===== src/rtl/audio_stream_pkg.sv =====
// Shared constants and types for the audio stream packetizer.
package audio_stream_pkg;

  localparam logic [7:0] SYNC_BYTE = 8'hA5;

  typedef enum logic [1:0] {IDLE, SYNC, DATA} pkt_state_t;

  // Wrap point of the decimation counter; 0 and 1 both mean "every sample".
  function automatic logic [7:0] decim_limit(input logic [7:0] decim);
    return (decim <= 8'd1) ? 8'd0 : decim - 8'd1;
  endfunction

endpackage


===== src/rtl/audio_stream_packetizer_decimator.sv =====
// Sample-strobe decimator: flags every decim_in-th accepted sample set as a capture.
module stream_decimator
  import audio_stream_pkg::*;
(
  input  logic       clk_in,
  input  logic       rst_in,
  input  logic       enable_in,
  input  logic [7:0] decim_in,
  input  logic       valid_in,
  output logic       capture_out
);

  logic [7:0] cnt;

  // Counter wraps with >= so a shrinking decim_in never strands it above the limit.
  always_ff @(posedge clk_in) begin
    if (rst_in) begin
      cnt <= 8'd0;
    end else if (!enable_in) begin
      cnt <= 8'd0;
    end else if (valid_in) begin
      cnt <= (cnt >= decim_limit(decim_in)) ? 8'd0 : cnt + 8'd1;
    end
  end

  assign capture_out = enable_in && valid_in && (cnt == 8'd0);

endmodule


===== src/rtl/audio_stream_packetizer.sv =====
// Multi-channel sample packetizer: decimates, truncates and serialises frames onto a
// valid/ready byte stream with one frame of buffering and a saturating drop counter.
module audio_stream_packetizer
  import audio_stream_pkg::*;
#(
  parameter int unsigned NUM_CH    = 4,
  parameter int unsigned SAMPLE_W  = 24,
  parameter int unsigned OUT_BYTES = 2,
  parameter bit          SYNC_EN   = 1'b1
) (
  input  logic                               clk_in,
  input  logic                               rst_in,
  input  logic                               enable_in,
  input  logic [7:0]                         decim_in,
  input  logic [$clog2(NUM_CH+1)-1:0]        num_ch_in,
  input  logic [NUM_CH-1:0][SAMPLE_W-1:0]    sample_in,
  input  logic                               valid_in,
  output logic [7:0]                         tx_data_out,
  output logic                               tx_valid_out,
  input  logic                               tx_ready_in,
  output logic                               busy_out,
  output logic                               frame_done_out,
  output logic [15:0]                        drop_count_out
);

  localparam int unsigned CH_W    = $clog2(NUM_CH + 1);
  localparam int unsigned OUT_W   = OUT_BYTES * 8;
  localparam int unsigned FRAME_W = NUM_CH * OUT_W;
  localparam int unsigned BI_W    = (OUT_BYTES > 1) ? $clog2(OUT_BYTES) : 1;

  pkt_state_t          state;
  logic                capture;
  logic [FRAME_W-1:0]  cap_frame, act_frame, pend_frame, start_frame;
  logic [CH_W-1:0]     cap_nch, act_nch, pend_nch, start_nch;
  logic [BI_W-1:0]     byte_idx;
  logic [CH_W-1:0]     ch_idx;
  logic                pend_valid, pend_valid_nxt;
  logic                hs, last_hs, pend_ok, start, drop_inc, busy_nxt;
  logic                unused_sample_bits;

  stream_decimator u_decim (
    .clk_in      (clk_in),
    .rst_in      (rst_in),
    .enable_in   (enable_in),
    .decim_in    (decim_in),
    .valid_in    (valid_in),
    .capture_out (capture)
  );

  // Truncated capture image, ch0 in the most significant slot so bytes shift out MSB first.
  always_comb begin
    cap_frame = '0;
    for (int i = 0; i < NUM_CH; i++) begin
      cap_frame[(NUM_CH-1-i)*OUT_W +: OUT_W] = sample_in[i][SAMPLE_W-1 -: OUT_W];
    end
    if (num_ch_in == '0)                     cap_nch = CH_W'(1);
    else if (num_ch_in > CH_W'(NUM_CH))      cap_nch = CH_W'(NUM_CH);
    else                                     cap_nch = num_ch_in;
  end

  assign unused_sample_bits = ^sample_in;

  // Handshake decode and next-frame selection; pending always outranks a fresh capture.
  always_comb begin
    hs       = tx_valid_out && tx_ready_in;
    last_hs  = (state == DATA) && hs && (byte_idx == BI_W'(OUT_BYTES - 1)) &&
               (ch_idx == act_nch - CH_W'(1));
    pend_ok  = pend_valid && enable_in;
    start    = ((state == IDLE) && capture) || (last_hs && (pend_ok || capture));
    start_frame = (last_hs && pend_ok) ? pend_frame : cap_frame;
    start_nch   = (last_hs && pend_ok) ? pend_nch   : cap_nch;
    drop_inc = capture && (state != IDLE) && !last_hs && pend_valid;

    if (last_hs && pend_ok)                             pend_valid_nxt = capture;
    else if (!enable_in)                                pend_valid_nxt = 1'b0;
    else if (capture && (state != IDLE) && !last_hs)    pend_valid_nxt = 1'b1;
    else                                                pend_valid_nxt = pend_valid;

    busy_nxt = start || ((state != IDLE) && !last_hs) || pend_valid_nxt;
  end

  // Serializer FSM with active/pending frame registers and drop counter.
  always_ff @(posedge clk_in) begin
    if (rst_in) begin
      state          <= IDLE;
      act_frame      <= '0;
      act_nch        <= '0;
      pend_frame     <= '0;
      pend_nch       <= '0;
      pend_valid     <= 1'b0;
      byte_idx       <= '0;
      ch_idx         <= '0;
      tx_data_out    <= 8'h00;
      tx_valid_out   <= 1'b0;
      busy_out       <= 1'b0;
      frame_done_out <= 1'b0;
      drop_count_out <= 16'h0000;
    end else begin
      frame_done_out <= last_hs;
      busy_out       <= busy_nxt;
      pend_valid     <= pend_valid_nxt;

      if (start) begin
        act_nch      <= start_nch;
        byte_idx     <= '0;
        ch_idx       <= '0;
        tx_valid_out <= 1'b1;
        if (SYNC_EN) begin
          state       <= SYNC;
          tx_data_out <= SYNC_BYTE;
          act_frame   <= start_frame;
        end else begin
          state       <= DATA;
          tx_data_out <= start_frame[FRAME_W-1 -: 8];
          act_frame   <= start_frame << 8;
        end
      end else if (last_hs) begin
        state        <= IDLE;
        tx_valid_out <= 1'b0;
        tx_data_out  <= 8'h00;
      end else if (hs) begin
        state       <= DATA;
        tx_data_out <= act_frame[FRAME_W-1 -: 8];
        act_frame   <= act_frame << 8;
        if (state == DATA) begin
          if (byte_idx == BI_W'(OUT_BYTES - 1)) begin
            byte_idx <= '0;
            ch_idx   <= ch_idx + CH_W'(1);
          end else begin
            byte_idx <= byte_idx + BI_W'(1);
          end
        end
      end

      // Pending slot takes a capture only while a frame is in flight.
      if (last_hs && pend_ok) begin
        if (capture) begin
          pend_frame <= cap_frame;
          pend_nch   <= cap_nch;
        end
      end else if (enable_in && capture && (state != IDLE) && !last_hs && !pend_valid) begin
        pend_frame <= cap_frame;
        pend_nch   <= cap_nch;
      end

      if (drop_inc && (drop_count_out != 16'hFFFF)) begin
        drop_count_out <= drop_count_out + 16'd1;
      end
    end
  end

endmodule


===== config.mk =====
export PLATFORM = sky130hd
export DESIGN_NAME = audio_stream_packetizer
export DESIGN_NICKNAME = d
export VERILOG_FILES = /design/src/rtl/audio_stream_pkg.sv /design/src/rtl/audio_stream_packetizer_decimator.sv /design/src/rtl/audio_stream_packetizer.sv
export SDC_FILE = /design/constraint.sdc
export NUM_CORES = 1
export LEC_CHECK = 0
export CAP_MARGIN = 20
export CORE_MARGIN = 2
export CORE_UTILIZATION = 50
export DETAILED_ROUTE_END_ITERATION = 8
export PLACE_DENSITY_LB_ADDON = 0.2
export REMOVE_ABC_BUFFERS = 1
export SYNTH_ARGS = -nofsm -noshare
export SYNTH_HDL_FRONTEND = slang
export SYNTH_SLANG_ARGS = --single-unit

===== constraint.sdc =====
create_clock -name clk_in -period 3.2 [get_ports clk_in]
set_input_delay 0.64 -clock clk_in [delete_from_list [all_inputs] [get_ports clk_in]]
set_output_delay 0.64 -clock clk_in [all_outputs]
set_load 0.005 [all_outputs]

==> results.yml <==
yosys:
  synth_top_area_share: 0.4318
  synth_warnings: 0
  synth_edf_count: 0
  synthAdderAreaFrac: 0.02300
  avgSynthCellArea_um2: 8.135
  synth_compound_area_frac: 0.1765
  synth_area_leaders: "dfxtp_1, nand2_1, a21oi_1"
  yosysTopAreaCell: "dfxtp_1"
  synth_area_mm2: 0.008159
  synth_simple_gate_area_frac: 0.2056
  synth-seq-area-share: 0.4318
  synth_cell_types: 47
  async_flop_share: 0
  synthCells: 1003
  synth_mux_area_frac: 0.08603
  synth_top_flop_cell: "dfxtp_1"
  synth_xor_area_frac: 0.03174
  synth_seq_cells: 176
  synth_top_family_by_area: "simple AND/OR/NAND/NOR gates"
placement:
  dp_hpwl_um: 11640
  port_buffers: 106
  dp_slack_ns: -0.1304
  gp_congestion: 0.8289
clocking:
  htree_levels: 4
  cts_resized: 0
  clk_latency_ns: 0.42
  clkTransAtPathRegs_ns: 0.07
  cts_buffer_depth: 2
  numCtsBuffers: 17
  cts_sinks: 176
  post-cts-setup-buffer-count: 0
  cts_tree: "yes"
  clock-root-buffer: "clkbuf_16"
  hold_buffers: 0
worst_setup_path:
  critPathMaxFanout: 8
  end_kind: "flop"
  cp.depth: 14
  reg2regPathDepth: 9
  crit_family: "compound AO/OA/AOI/OAI gates"
  cp-start-kind: "primary input"
  reg2reg_from: "act_nch[0]"
  critPathKind: "primary input to flop"
  slowest_delay_ns: 0.43
  path_common_cell: "ha_1"
  crit_slowest_cell: "clkdlybuf4s50_1"
  cp.buffers_inverters: 2
  worst_ep_arrival_time_ns: 3.22
  path_cells: "clkdlybuf4s50_1, inv_1, ha_1, nand2b_1, nor4_1, nand2_1, mux2_2, ha_1, a21o_1, a21oi_1, nor2b_1, a211oi_1, o21ai_2, nor2_1"
  worstPathRequired_ns: 3.55
  crit_path_start: "decim_in[1]"
timing:
  timing.final.crit_share: 0.8961
  setup_viol: 0
  worst_slew_pin_slew_ns: 0.5927
  fin_skew_ns: 0.008928
  whs_ns: 0.4523
  hold_violations: 0
  relSlewSlack: 0.6013
  timing.final.ws_setup_ns: 0.3324
  maxSlewViolCount: 0
  setup-tns-final_ns: 0
  finalCriticalPeriod_ns: 2.868
  rsz0062_at_grt: "false"
  max_freq_mhz: 348.7
floorplan:
  die_area_mm2: 0.01736
  rows: 46
  die_h_um: 131.7
  die_width_um: 131.7
  core_region_area_mm2: 0.01594
  io_pins: 139
  initial_core_util: 0.5118
global_routing:
  grt_max_degree: 105
  track_usage: 0.2219
  grt_first_pass_wirelength_um: 32230
  grt_pass1_vias: 6777
  grt-ovfl-total: 0
  antenna_found_initial: 0
finish:
  final_util: 0.6414
  mostFrequentLayoutCells: "nand2_1, dfxtp_1, a21oi_1"
  final_layout_size_suffix_gt1_frac: 0.1234
  antenna_cells: 0
  layout.nets: 1208
  area_growth_pct: 25.33
  final_common_cell: "nand2_1"
status:
  status: "finished clean"
pwr:
  finalPower_mw: 5.250
  irDropWorstVdd_v: 0.0004312
  leakagePower_nw: 4.085
  power_density_mw_per_mm2: 513.4
detailed_routing:
  via_per_inst: 5.465
  drt-initial-drc-count: 404
  wl_per_cell_um: 14.48
  vias: 7159
  drt_first_pass_iters: 5
  antenna_left: 0
  postRouteWirelength_um: 18980
  drcViolationCount: 0
hold_path:
  hold_path_depth: 2
  holdCritStartpoint: "pend_frame[0]"
  hold_class: "flop to flop"
flow_run:
  maxCapViolCount: 0
-- worst min-delay path, delay by kind of cell (launching register included) --
family             cells  cell delay [ns]
DFF                    1             0.31
and+or+nand+nor        1             0.05
AOI/OAI and AO/OA      1             0.05
-- state kept, by name, summed over array words and instances, names as in the netlist, 2 cells and up --
name            cells
drop_count_out     16
ch_idx              3
act_nch             3
u_decim.cnt         8
pend_nch            3
state               2
pend_frame         64
tx_data_out         8
act_frame          64
-- stage by stage --
step,instance area (um2),std cells
2_1_floorplan,7828,929
3_3_place_gp,9547,1278
3_5_place_dp,9547,1278
4_1_cts,10220,1310
5_1_grt,10230,1310
6_report,10230,1310
-- where the power goes --
| part | internal (mW) | switching (mW) |
|---|---|---|
| Clock | 1.49 | 0.862 |
| Sequential | 2.29 | 0.0522 |
| Combinational | 0.289 | 0.271 |
| Total | 4.06 | 1.19 |
-- layout make-up --
cell class                 count  area, um2
multi-input combinational    743       4308
timing repair buffer         133       1411
fill                        1370       5717
clock inverter                14      236.5
tap                          216      270.3
sequential                   176       3523
clock buffer                  18      439.2
inverter                      10      37.54
-- metal layers --
layer | share of wire | GRT usage | wire length, um | vias to the layer above
li1 | - | - | - | 3616
met5 | 0 | 0 | 0 | -
met4 | 0.0092 | 0.05072 | 174 | 0
met3 | 0.042 | 0.04998 | 790 | 15
met2 | 0.48 | 0.3781 | 9115 | 155
met1 | 0.47 | 0.2881 | 8895 | 3373
-- worst paths after layout --
path	to	slack (ns)
max	u_decim.cnt[1]	0.33
min	pend_frame[0]	0.45
max reg2reg	act_frame[2]	0.67
min reg2reg	pend_frame[0]	0.45
-- logic make-up after synthesis --
kind of cell             count (synthesis)
flip-flops                             176
AND/OR/NAND/NOR                        403
AO/OA/AOI/OAI                          228
adder cells (fa/ha/maj)                 15
multiplexers                            69
XOR/XNOR                                28
buffers and inverters                   84
-- cells in the mapped netlist (2+ instances only) --
cell type and n:
nand2_1 294, dfxtp_1 176, a21oi_1 139, mux2i_1 60, a31o_2 56, clkbuf_1 44, nor2_1 35, buf_2 25
nand3_1 22, xor2_1 19, ha_1 15, nand4_1 11, inv_1 10, mux2_2 9, nor3_1 9, xnor2_1 8
nor4_1 7, a31oi_1 6, a211oi_1 5, a2111oi_0 4, nand2b_1 4, o21ai_0 4, a21o_1 3, and2_1 3
and3_1 3, buf_6 3, or3_1 3, a311oi_1 2, and4_1 2, buf_1 2, nor3b_1 2, o21ai_1 2
or4_1 2
No activity file was read; power rests on OpenSTA's default activity.
